==> src/rtl/square.sv <==
// Sequential shift-and-add squarer: one multiplier bit per ADD/SHIFT pair,
// 2*WIDTH+1 busy cycles, result held on y_o until the next completion.
`default_nettype none

module square #(
  parameter int WIDTH = 8
) (
  input  logic               clk_i,
  input  logic               rst_i,
  input  logic               start_i,
  input  logic [WIDTH-1:0]   x_i,
  output logic [1:0]         busy_o,
  output logic [2*WIDTH-1:0] y_o
);

  localparam int CW = $clog2(WIDTH + 1);

  typedef enum logic [1:0] {
    IDLE  = 2'b00,
    ADD   = 2'b01,
    SHIFT = 2'b10
  } state_t;

  state_t             state;
  logic [2*WIDTH-1:0] a;
  logic [WIDTH-1:0]   b;
  logic [2*WIDTH-1:0] acc;
  logic [CW-1:0]      cnt;

  assign busy_o = state;

  always_ff @(posedge clk_i or negedge rst_i) begin
    if (!rst_i) begin
      state <= IDLE;
      a     <= '0;
      b     <= '0;
      acc   <= '0;
      cnt   <= '0;
      y_o   <= '0;
    end else begin
      case (state)
        IDLE: begin
          if (start_i) begin
            a     <= {{WIDTH{1'b0}}, x_i};
            b     <= x_i;
            acc   <= '0;
            cnt   <= '0;
            state <= ADD;
          end
        end
        ADD: begin
          // The termination test lives in ADD so latency stays data-independent.
          if (cnt == CW'(WIDTH)) begin
            y_o   <= acc;
            state <= IDLE;
          end else begin
            if (b[0]) begin
              acc <= acc + a;
            end
            state <= SHIFT;
          end
        end
        SHIFT: begin
          a     <= a << 1;
          b     <= b >> 1;
          cnt   <= cnt + 1'b1;
          state <= ADD;
        end
        default: state <= IDLE;
      endcase
    end
  end

endmodule

`default_nettype wire

==> config.mk <==
export PLATFORM = sky130hd
export DESIGN_NAME = square
export DESIGN_NICKNAME = d
export VERILOG_FILES = /design/src/rtl/square.sv
export SDC_FILE = /design/constraint.sdc
export NUM_CORES = 1
export LEC_CHECK = 0
export ABC_AREA = 1
export BUFFER_PORTS_ARGS = -buffer_cell sky130_fd_sc_hd__buf_2
export CAP_MARGIN = 20
export CORE_AREA = 5 5 88 90
export DETAILED_ROUTE_END_ITERATION = 8
export DIE_AREA = 0 0 93 95
export PLACE_DENSITY_LB_ADDON = 0.3
export SYNTH_ARGS = -nofsm -noshare
export SYNTH_HDL_FRONTEND = slang
export SYNTH_SLANG_ARGS = --single-unit
==> constraint.sdc <==
create_clock -name clk_i -period 2.2 [get_ports clk_i]
set_clock_uncertainty 0.15 [all_clocks]
set_input_delay 0.22 -clock clk_i [delete_from_list [all_inputs] [get_ports clk_i]]
set_output_delay 0.22 -clock clk_i [all_outputs]
set_load 0.02 [all_outputs]
# [After elaboration in Yosys (flattened, before gate mapping)]
# Cells that the tools add are included.
[word_totals] reg_bits=62 inputBits=11 out_inout_bits=18 elab_cells=33
[classes] add_sub_neg=2 n_eq_ne=6 mux=13 n_reduce_logical=6
[ops] cell="16-bit two-way mux" n=4
[ops] cell="16-bit one-hot mux with 2 select lines" n=2
[ops] cell="16-bit adder" n=1
[ops] cell="8-bit one-hot mux with 2 select lines" n=1
[ops] cell="8-bit two-way mux" n=1
[ops] cell="4-bit one-hot mux with 2 select lines" n=1
[ops] cell="2-bit != test (second input constant)" n=3
[ops] cell="2-bit one-hot mux with 3 select lines" n=1
[ops] cell="4-bit by 1-bit adder with 4-bit output (second input constant)" n=1
[ops] cell="4-bit equality test (second input constant)" n=1
[ops] cell="2-bit two-way mux" n=2
[ops] cell="4-bit two-way mux" n=1
[ops] cell="2-bit AND reduction" n=2
[ops] cell="4-bit AND reduction" n=1
[ops] cell="2-bit nonzero test" n=2
[ops] cell="2-bit by 1-bit equality test with 1-bit output (second input constant)" n=1
[ops] cell="2-bit equality test (second input constant)" n=1
[ops] cell="2-bit logical NOT" n=1

# [Logic depth before layout (Yosys ltp)]
[depth] word_depth=4 ltp_mapped=11

# [Worst setup path before layout]
# OpenSTA, ideal clock, no wires.
[synth_path] path_type="register to register" start="register a[0]" end="register acc[12]" setup_ns=0.117 t_arrival_ns=1.468 required_time_ns=1.933 slack_ns=0.465 stages_incl_launch_ff=12 n_path_buf=0 synth_period_minus_slack_ns=1.735 cell_sequence="dfrtp_1 ha_1 inv_1 fa_1 inv_1 nand3_1 nand3_1 nand3_1 nand3_1 nand2_1 nand3_1 nand2_1"
[synth_via] elab_chain_cells=4
[synth_rtl] item="start, declared" line="25" source="logic [2*WIDTH-1:0] a;"
[synth_rtl] item="start signal, assigned" line="44" source="a <= {{WIDTH{1'b0}}, x_i};"
[synth_rtl] item="start signal, assigned" line="64" source="a <= a << 1;"
[synth_rtl] item="16-bit adder" line="58" source="acc <= acc + a;"
[synth_rtl] item="16-bit two-way mux" line="57" source="if (b[0]) begin"
[synth_rtl] item="16-bit two-way mux" line="53" source="if (cnt == CW'(WIDTH)) begin"
[synth_rtl] item="16-bit one-hot mux with 2 select lines" line="41" source="case (state)"
[synth_rtl] item="end signal, assigned" line="58"
[synth_rtl] item="end, declared" line="27" source="logic [2*WIDTH-1:0] acc;"
# Every way passes these cells. The select of a mux whose other input is x is not followed.
# A chain may end at the register's enable or synchronous reset.

# [Worst setup path after layout]
# Ends and elaborated chain as after synthesis.

==> flow_metrics.tcl <==
set metrics [dict create \
    synth_top_family_by_area "simple AND/OR/NAND/NOR gates" \
    tightest_slew_ns 0.533 \
    clk_latency_ns 0.34 \
    cts_tree "yes" \
    syn-num-nets 459 \
    grt_max_degree 42 \
    grt_pass1_vias 2800 \
    slowest_delay_ns 0.36 \
    worstPathMaxFanout 4 \
    final_max_slew_viol_count 0 \
    post-cts-setup-buffer-count 0 \
    synth.top_cells.by_count "nand2_1 (136), inv_1 (65), dfrtp_1 (62), o21ai_0 (32), nand3_1 (26)" \
    chipHeight_um 95 \
    endpoint_kind "register" \
    dpl_worst_slack_ns 0.309 \
    min_period_over_period_pct 86.6 \
    htreeDepth 3 \
    overflow 0 \
    outcome "complete, no violations" \
    synth_warnings 0 \
    fp.dieW_um 93 \
    crit_required_ns 2.29 \
    path_buf_inv 2 \
    start_util_pct 49.4 \
    antenna_found_initial 0 \
    io_buffers 28 \
    crit_slowest_cell "dfrtp_1" \
    min_period_ns 1.90 \
    synth_compound_area_share_pct 11.2 \
    synth.distinct_cells 37 \
    synth_xor_area_share_pct 0.508 \
    ant_nets 0 \
    path_class "reg -> reg" \
    drcViolationCount 0 \
    layout.nets 494 \
    clk_pin_slew_ns 0.07 \
    max_cap_violations 0 \
    via_per_inst 5.25 \
    diodes 0 \
    max_freq_ghz 0.525 \
    synth_adder_area_share_pct 6.74 \
    cts.sinks 62 \
    netlist_instances 430 \
    ys_ff_latch 62 \
    muxShareOfSynthArea_pct 3.05 \
    place.gp.congestion 0.872 \
    synth_top_area_share_pct 45.0 \
    drive_gt1_share_pct 15.1 \
    synth_ff_type "dfrtp_1" \
    power.density_mw_per_mm2 1220 \
    final_area_mm2 0.00390 \
    yosys.area_share.simple_pct 23.7 \
    hold_path.class "in -> reg" \
    seq_area_frac_synth_pct 45.0 \
    cts_inserted_buffers 9 \
    peakVddDrop_mv 0.831 \
    timing.critical_path.mode_cell "nand3_1" \
    wl_per_cell_um 13.3 \
    first_pass_iters 5 \
    finalHoldViolCount 0 \
    critPathLaunchType "register" \
    synth-edff-count 0 \
    setup_slack_ns 0.296 \
    synthArstFlopShare_pct 100 \
    drt_iter0_drc 190 \
    die-area_mm2 0.00884 \
    setup_violations 0 \
    synth_top_cell_by_area "dfrtp_1" \
    rsz0062_at_grt "no" \
    placed_cell_area_mm2 0.00366 \
    synth.most_common_cell "nand2_1" \
    hpwl_um 5370 \
    grtUsageTotal_pct 18.7 \
    syn_avg_cell_area_um2 8.03 \
    core_area_mm2 0.00698 \
    area_delta_synth_final_pct 12.9 \
    crit_family "simple AND/OR/NAND/NOR gates" \
    power.leakage_nw 2.17 \
    cts.path.max_buffers 2 \
    netlist_area_mm2 0.00345 \
    vias 2898 \
    arrival_ns 1.99 \
    routed_wl_um 7340 \
    yosys-top-cells-area "dfrtp_1 (45%), nand2_1 (15%), inv_1 (7.1%)" \
    cts_root_buf "clkbuf_8" \
    row_count 31 \
    cts_hold_buffers 1 \
    fin_setup_tns_ns 0 \
    cts.repair.resized 0 \
    cp_cell_sequence "ha_1 > inv_1 > fa_1 > inv_1 > nand3_1 > nand3_1 > nand3_1 > nand3_1 > nand2_1 > nand3_1 > nand2_1" \
    grt_first_pass_wirelength_um 12900 \
    io_pins 29 \
    relSlewSlack_pct 64.5 \
]
## logic make-up after synthesis
| family | Yosys count |
|---|---|
| DFF | 62 |
| adders and majority gates | 18 |
| and+or+nand+nor | 193 |
| muxes | 8 |
| AOI/OAI and AO/OA | 69 |
| buffers and inverters | 78 |
| xor gates and xnor gates | 2 |
## worst min-delay path, delay by kind of cell
family,cells,cell delay [ns]
buf+inv,1,0.08
simple gates,2,0.17
## path summary, 6_finish.rpt
kind                              from      end  slack [ns]  cells after the start
worst max-delay path              a[0]  acc[12]        0.30                     11
worst min-delay path            x_i[7]     a[7]        0.01                      3
worst max register to register    a[0]  acc[12]        0.30                     11
worst min register to register  y_o[6]   y_o[6]        0.33                      2
max in group asynchronous        rst_i     b[4]        1.07                      3
min in group asynchronous        rst_i  y_o[11]        0.23                      2
## cells in the final DEF (no fill, tap or decap), drive strengths merged, types with 3 or more instances in the layout
cell type  instances
ha                17
nand2            140
inv               71
o21a               4
o21ai             40
nor2              16
dfrtp             62
clkbuf            10
o22ai              8
nand3             27
buf               31
nor3               3
a21oi             14
mux2               8
## state kept, by name (all words and copies together) (netlist names)
name    flops
cnt         4
y_o        16
a          16
busy_o      2
b           8
acc        16
## cell type report
type	instances	area [um2]
Fill cell	625	3080
Multi-Input combinational cell	290	1560
Sequential cell	62	1550
Inverter	70	265
Timing Repair Buffer	32	185
Clock buffer	10	138
Tap cell	82	103
Clock inverter	6	93.8
## per-stage QoR
| stage | std cells | util, % | hold slack [ns] | total power, mW |
|---|---|---|---|---|
| floorplan | 430 | - | -0.226 | 3.16 |
| global placement | 535 | 52.4 | 0.0833 | 3.55 |
| detailed placement | 535 | 52.4 | 0.0821 | 3.61 |
| CTS | 552 | 55.8 | 0.00232 | 4.78 |
| global route | 552 | 55.8 | 0.0387 | 5.17 |
| finish | 552 | 55.8 | 0.0121 | 4.75 |
## report_power, final
part	internal, mW	total [mW]	leakage, nW	switching [mW]
Sequential	1.45	1.67	0.821	0.226
Combinational	0.637	1.92	1.23	1.29
Clock	0.676	1.16	0.113	0.479
## per-layer routing
| layer | share of wire (%) | GRT usage (%) |
|---|---|---|
| met1 | 49 | 25.7 |
| met2 | 44 | 28.4 |
| met3 | 5.4 | 4.14 |
| met4 | 2.1 | 8.55 |
| met5 | 0 | 0 |
(Power assumes the default switching activity.)
